File: config.mk
export PLATFORM = sky130hd
export DESIGN_NAME = nap_timer
export DESIGN_NICKNAME = d
export VERILOG_FILES = /design/src/rtl/nap_pkg.sv /design/src/rtl/nap_prescaler.sv /design/src/rtl/nap_timer.sv
export SDC_FILE = /design/constraint.sdc
export NUM_CORES = 1
export LEC_CHECK = 0
export CAP_MARGIN = 10
export CORE_MARGIN = 2
export CORE_UTILIZATION = 45
export DETAILED_ROUTE_END_ITERATION = 10
export HOLD_SLACK_MARGIN = 0.05
export PLACE_DENSITY = 0.65
export SYNTH_ARGS = -nofsm -noshare
export SYNTH_HDL_FRONTEND = slang
export SYNTH_SLANG_ARGS = --single-unit
File: constraint.sdc
create_clock -name clock -period 10.4 [get_ports clock]
set_input_delay 1.56 -clock clock [delete_from_list [all_inputs] [get_ports clock]]
set_output_delay 1.56 -clock clock [all_outputs]
set_load 0.005 [all_outputs]
File: src/rtl/nap_pkg.sv
// nap_pkg: shared types and constants for the nap timer.
// State encoding, keypad codes and the seconds-per-minute constant.
package nap_pkg;

  typedef enum logic [2:0] {
    S_IDLE   = 3'd0,
    S_MANUAL = 3'd1,
    S_READY  = 3'd2,
    S_COUNT  = 3'd3,
    S_DONE   = 3'd4,
    S_PAUSE  = 3'd5
  } napState_t;

  localparam logic [3:0] KEY_STAR    = 4'hA;
  localparam logic [3:0] KEY_SHARP   = 4'hB;
  localparam logic [5:0] SEC_PER_MIN = 6'd60;

  // Keypad codes 0..9 are decimal digits.
  function automatic logic isDigit(input logic [3:0] code);
    return code <= 4'd9;
  endfunction

endpackage

File: src/rtl/nap_prescaler.sv
// nap_prescaler: divides the system clock down to a one-second tick.
// tick is a one-cycle pulse on every CLK_HZ-th cycle spent running.
// clear restarts the count; holding run low freezes it in place.
module nap_prescaler #(
  parameter int CLK_HZ = 1000
) (
  input  logic clock,
  input  logic reset,
  input  logic clear,
  input  logic run,
  output logic tick
);

  localparam int CNT_W = $clog2(CLK_HZ);
  localparam logic [CNT_W-1:0] LAST = CNT_W'(CLK_HZ - 1);

  logic [CNT_W-1:0] count;

  assign tick = run && (count == LAST);

  // Cycle counter: wraps on tick, frozen while not running, zeroed by clear.
  always_ff @(posedge clock or negedge reset) begin
    if (!reset) begin
      count <= '0;
    end else if (clear) begin
      count <= '0;
    end else if (run) begin
      count <= tick ? '0 : count + CNT_W'(1);
    end
  end

endmodule

File: src/rtl/nap_timer.sv
// nap_timer: nap duration setting (auto or keypad) and real-time countdown.
// Build macro NAP_PAUSE_EN adds a PAUSE state: '*' toggles COUNT <-> PAUSE,
// freezing the prescaler and counters while paused.
module nap_timer
  import nap_pkg::*;
#(
  parameter int CLK_HZ   = 1000,
  parameter int AUTO_MIN = 20,
  parameter int MAX_MIN  = 99
) (
  input  logic       clock,
  input  logic       reset,
  input  logic       init,
  input  logic       enAutoSetting,
  input  logic       enManualSetting,
  input  logic       enSleep,
  input  logic       enCancel,
  input  logic       keyValid,
  input  logic [3:0] keyCode,
  output logic       completeSetting,
  output logic       completeSleep,
  output logic [6:0] minLeft,
  output logic [5:0] secLeft,
  output logic [2:0] stateDbg
);

  // Handshake: keyValid is a one-cycle strobe qualifying keyCode with no
  // back-pressure; each strobe is consumed on the edge that samples it and is
  // interpreted in the state held before that edge. Phase enables are levels
  // and act only in the state they apply to, so holding one never repeats it.

  localparam logic [6:0] AUTO_VAL = 7'(AUTO_MIN);
  localparam logic [6:0] MAX_VAL  = 7'(MAX_MIN);

  napState_t  state, nextState;
  logic [6:0] entryBuf, nextBuf;
  logic [6:0] duration, nextDuration;
  logic [6:0] minCnt, nextMin;
  logic [5:0] secCnt, nextSec;
  logic       abort, tick, preClear, preRun, keyStar;

  assign abort    = init | enCancel;
  assign keyStar  = keyValid && (keyCode == KEY_STAR);
  assign preRun   = (state == S_COUNT);
  // Prescaler keeps its phase across PAUSE and restarts everywhere else.
  assign preClear = abort || !((state == S_COUNT) || (state == S_PAUSE));
  assign stateDbg = state;

  nap_prescaler #(.CLK_HZ(CLK_HZ)) uPrescaler (
    .clock(clock),
    .reset(reset),
    .clear(preClear),
    .run  (preRun),
    .tick (tick)
  );

  // Next-state and datapath update; abort outranks everything, including a tick.
  always_comb begin
    nextState    = state;
    nextBuf      = entryBuf;
    nextDuration = duration;
    nextMin      = minCnt;
    nextSec      = secCnt;
    if (abort) begin
      nextState    = S_IDLE;
      nextBuf      = '0;
      nextDuration = '0;
      nextMin      = '0;
      nextSec      = '0;
    end else begin
      case (state)
        S_IDLE: begin
          // enSleep outranks the setting requests but has nothing to start here.
          if (!enSleep) begin
            if (enManualSetting) begin
              nextBuf   = '0;
              nextState = S_MANUAL;
            end else if (enAutoSetting) begin
              nextDuration = AUTO_VAL;
              nextState    = S_READY;
            end
          end
        end
        S_MANUAL: begin
          if (keyValid && isDigit(keyCode)) begin
            // Keep only the last two digits typed.
            nextBuf = (entryBuf % 7'd10) * 7'd10 + {3'b000, keyCode};
          end else if (keyStar) begin
            nextBuf = '0;
          end else if (keyValid && (keyCode == KEY_SHARP)) begin
            if ((entryBuf != '0) && (entryBuf <= MAX_VAL)) begin
              nextDuration = entryBuf;
              nextState    = S_READY;
            end else begin
              nextBuf = '0;
            end
          end
        end
        S_READY: begin
          if (enSleep) begin
            nextMin   = duration;
            nextSec   = '0;
            nextState = S_COUNT;
          end
        end
        S_COUNT: begin
          if (tick) begin
            if (secCnt == '0) begin
              nextSec = SEC_PER_MIN - 6'd1;
              nextMin = minCnt - 7'd1;
            end else begin
              nextSec = secCnt - 6'd1;
            end
            // 0:01 -> 0:00 is the only decrement that ends the nap.
            if ((minCnt == '0) && (secCnt == 6'd1)) begin
              nextState = S_DONE;
            end
          end
`ifdef NAP_PAUSE_EN
          if ((nextState == S_COUNT) && keyStar) begin
            nextState = S_PAUSE;
          end
`endif
        end
`ifdef NAP_PAUSE_EN
        S_PAUSE: begin
          if (keyStar) begin
            nextState = S_COUNT;
          end
        end
`endif
        S_DONE:  nextState = S_DONE;
        default: nextState = S_IDLE;
      endcase
    end
  end

  // State and datapath registers; completion flags are registered from the FSM.
  always_ff @(posedge clock or negedge reset) begin
    if (!reset) begin
      state           <= S_IDLE;
      entryBuf        <= '0;
      duration        <= '0;
      minCnt          <= '0;
      secCnt          <= '0;
      completeSetting <= 1'b0;
      completeSleep   <= 1'b0;
    end else begin
      state           <= nextState;
      entryBuf        <= nextBuf;
      duration        <= nextDuration;
      minCnt          <= nextMin;
      secCnt          <= nextSec;
      completeSetting <= (nextState == S_READY);
      completeSleep   <= (state == S_DONE) && (nextState == S_DONE);
    end
  end

  // Display mux: entry buffer while typing, chosen duration while ready.
  always_comb begin
    minLeft = minCnt;
    secLeft = secCnt;
    if (state == S_MANUAL) begin
      minLeft = entryBuf;
    end else if (state == S_READY) begin
      minLeft = duration;
    end
  end

endmodule

==> flow_summary.ini <==
[outcome]
status = finished clean

[sta]
hold_viol_final = 0
rsz0062_at_grt = false
layout_min_cycle_time_ns = 4.53
fmax_ghz = 0.221
relSlewSlack_pct = 35.8
skew_ns = 0.00845
tightest_slew_ns = 0.963
min_period_over_period_pct = 43.6
finalSetupViolCount = 0
fin_tns_setup_ns = 0
slew_viol_final = 0

[die]
dieArea_sq_mm = 0.00745
rows = 29
initial_core_util_pct = 47.2
die_h_microns = 86.3
fp.dieW_microns = 86.3
core_area_sq_mm = 0.00646
io_pins = 30

[setup_path]
cpMostUsedCell = ha_1
cp_max_fo = 16
critPathLaunchType = register
crit_path_cell_trace = nor3b_1 -> a211oi_2 -> o221ai_2 -> inv_1 -> ha_1 -> o32ai_2 -> nand2b_1 -> xnor2_1 -> ha_1 -> ha_1 -> inv_1 -> fa_1 -> nor3b_1 -> xnor2_1 -> and4_1 -> or3_1 -> a32o_1
required_ns = 10.59
arrival_ns = 4.72
crit_path_end_kind = register
slowest_stage = dfrtp_1
reg2reg_setup_slack_ns = 5.87
cp_slowest_stage_delay_ns = 0.62
path_class = reg -> reg

[finish]
multi_input_area_sq_mm = 0.00183
fill_cells = 646
num_antenna_cells = 0
nets = 413
drive_above_1_share_pct = 5.97
syn_to_final_growth_pct = 13.4
finalInstanceArea_sq_mm = 0.00346
ff_latch_area_sq_mm = 0.00105

[route]
viasPerCell = 5.85
drtIter0Drc = 240
wire_per_inst_microns = 15.3
routed_wl_microns = 7070
first_pass_iters = 4
final_antenna_net_count = 0
drc = 0
vias = 2704

[power]
peakVddDrop_mv = 0.0619
powerDensity_mw_per_mm2 = 91.5
finalPower_mw = 0.316
p_leak_nw = 1.43

[min_path]
hp-class = reg -> reg

[synth]
syn_avg_cell_area_sq_um = 8.42
seq_area_frac_synth_pct = 34.5
yosys_warnings = 0
synth_edf_count = 0
syn-cell-area_sq_mm = 0.00305
ys_ff_latch = 42
async_flop_share_pct = 100
synth_fp_nets = 391
synth_ff_type = dfrtp_1
yosys.cell_types.count = 56
synthCells = 362

[global_routing]
antenna_found_initial = 0
grt_pass1_wl_microns = 12300
use_met1_pct = 30.9
globalRouteMet2Util_pct = 30.6
overflow = 0
busiest_layer = met1
grt_usage_pct = 20.3
use_met3_pct = 2.95
grt_max_degree = 43
grt_pass1_vias = 2586

[placement]
dp_hpwl_microns = 5150
place_congestion = 0.854
dpl_cell_area_sq_mm = 0.00335
port_buffers = 29

[cts]
clk_pin_slew_worst_paths_ns = 0.08
cts_setup_buffers = 0
clock_path_buffers = 2
worst_skew_pair.late_latency_ns = 0.29
root_buffer = clkbuf_8
cts_resized = 0
ctsHoldBuffers = 0
clkSinkCount = 42
cts-buffers-inserted = 5
h-tree-depth = 2
cts_tree = yes

[job]
drv_cap = 0
-- cell usage after synthesis, drive strengths merged, types with 2 or more instances --
cell type	n	area share (%)
xnor2	7	2.0
nor2b	6	1.2
a221oi	2	0.98
xor2	6	1.7
a211oi	8	2.5
and2	2	0.41
o221ai	2	0.78
and4b	2	0.66
and4	2	0.57
ha	15	6.2
a21oi	22	3.6
o21ai	47	7.7
clkbuf	6	0.74
inv	20	2.5
and3b	2	0.57
mux2i	6	2.0
o211ai	2	0.49
nand2b	13	2.7
fa	2	1.3
nor4	5	1.0
a22o	4	1.2
and3	7	1.4
o31ai	3	0.74
nand3	12	2.0
nor2	36	4.5
nor3b	3	0.74
nand2	31	3.8
a22oi	2	0.49
a21o	4	0.98
or2	2	0.41
buf	9	2.3
nor3	9	1.8
o22ai	2	0.41
nand4	3	0.62
a31oi	4	0.82
dfrtp	42	34
-- registers in the layout (all words and copies together) (netlist names) --
name              count
completeSleep         1
stateDbg              3
secLeft               6
duration              7
entryBuf              7
completeSetting       1
minCnt                7
uPrescaler.count     10
-- per-layer routing --
| metal | wire [microns] | vias to the layer above |
|---|---|---|
| li1 | - | 1342 |
| met1 | 3600 | 1309 |
| met2 | 3120 | 49 |
| met3 | 288 | 4 |
| met4 | 55 | 0 |
| met5 | 0 | - |
-- cell usage in the layout, fill, tap and decap left out, types with 3 or more instances in the layout --
cell type	synthesis	layout
nor3b_1	3	3
a31oi_1	4	4
nand2_1	31	31
o31ai_1	3	3
nor2_1	35	35
clkbuf_8	0	8
a22o_1	3	3
xor2_1	6	6
inv_1	20	20
nor2b_1	6	6
dfrtp_1	42	42
nor3_1	8	8
xnor2_1	7	7
and3_1	7	7
mux2i_1	6	6
nand3_1	12	12
nand2b_1	13	13
a211oi_2	3	3
a21oi_1	22	22
ha_1	15	15
o21ai_0	46	46
nand4_1	3	3
clkdlybuf4s50_1	0	28
nor4_1	5	5
a211oi_1	5	5
a21o_1	4	4
-- path summary, 6_finish.rpt --
path / cells after the start / endpoint / start
max reg2reg: 17 / entryBuf[6] / entryBuf[3]
min in group asynchronous: 1 / secLeft[3] / reset
max in group asynchronous: 1 / duration[1] / reset
max: 17 / entryBuf[6] / entryBuf[3]
min: 1 / uPrescaler.count[9] / uPrescaler.count[9]
min reg2reg: 1 / uPrescaler.count[9] / uPrescaler.count[9]
-- per-stage QoR --
step	worst slack (ns)	cells	util [%]	hold WS [ns]
detailed placement	5.88	454	51.8	0.464
finish	5.87	462	53.5	0.476
global route	5.44	462	53.5	0.515
global placement	6.03	454	51.8	0.475
CTS	5.85	462	53.5	0.479
floorplan	6.36	362	-	0.437
-- cell type report --
| class | instances | share of cell area, % |
|---|---|---|
| multi-input combinational | 285 | 53.0 |
| inverter | 20 | 2.17 |
| tap | 77 | 2.79 |
| clock buffer | 8 | 3.18 |
| sequential | 42 | 30.4 |
| timing repair buffer | 30 | 8.47 |
-- critical path, delay by kind of cell, from the launching register on --
kind / cells / cell delay, ns
compound gates: 4 / 0.81
buf+inv: 2 / 0.19
xor+xnor: 2 / 0.32
simple gates: 5 / 1.31
flops: 1 / 0.62
fa+ha+maj: 4 / 1.17
-- power breakdown --
part	total (mW)	internal [mW]	switching, mW	leakage (nW)
registers	0.166	0.164	0.00178	0.585
logic	0.0261	0.0107	0.0154	0.783
clock network	0.124	0.0671	0.0572	0.0575
-- cells by family (layout without fill, tap and decap cells) --
| kind of cell | Yosys count | after routing | synth area share, % |
|---|---|---|---|
| flip-flops | 42 | 42 | 34.5 |
| buffers and inverters | 35 | 58 | 5.46 |
| AO/OA/AOI/OAI | 108 | 108 | 22.7 |
| multiplexers | 7 | 7 | 2.34 |
| AND/OR/NAND/NOR | 140 | 140 | 23.8 |
| adder cells (fa/ha/maj) | 17 | 17 | 7.47 |
| XOR/XNOR | 13 | 13 | 3.73 |
(Power assumes the default switching activity.)
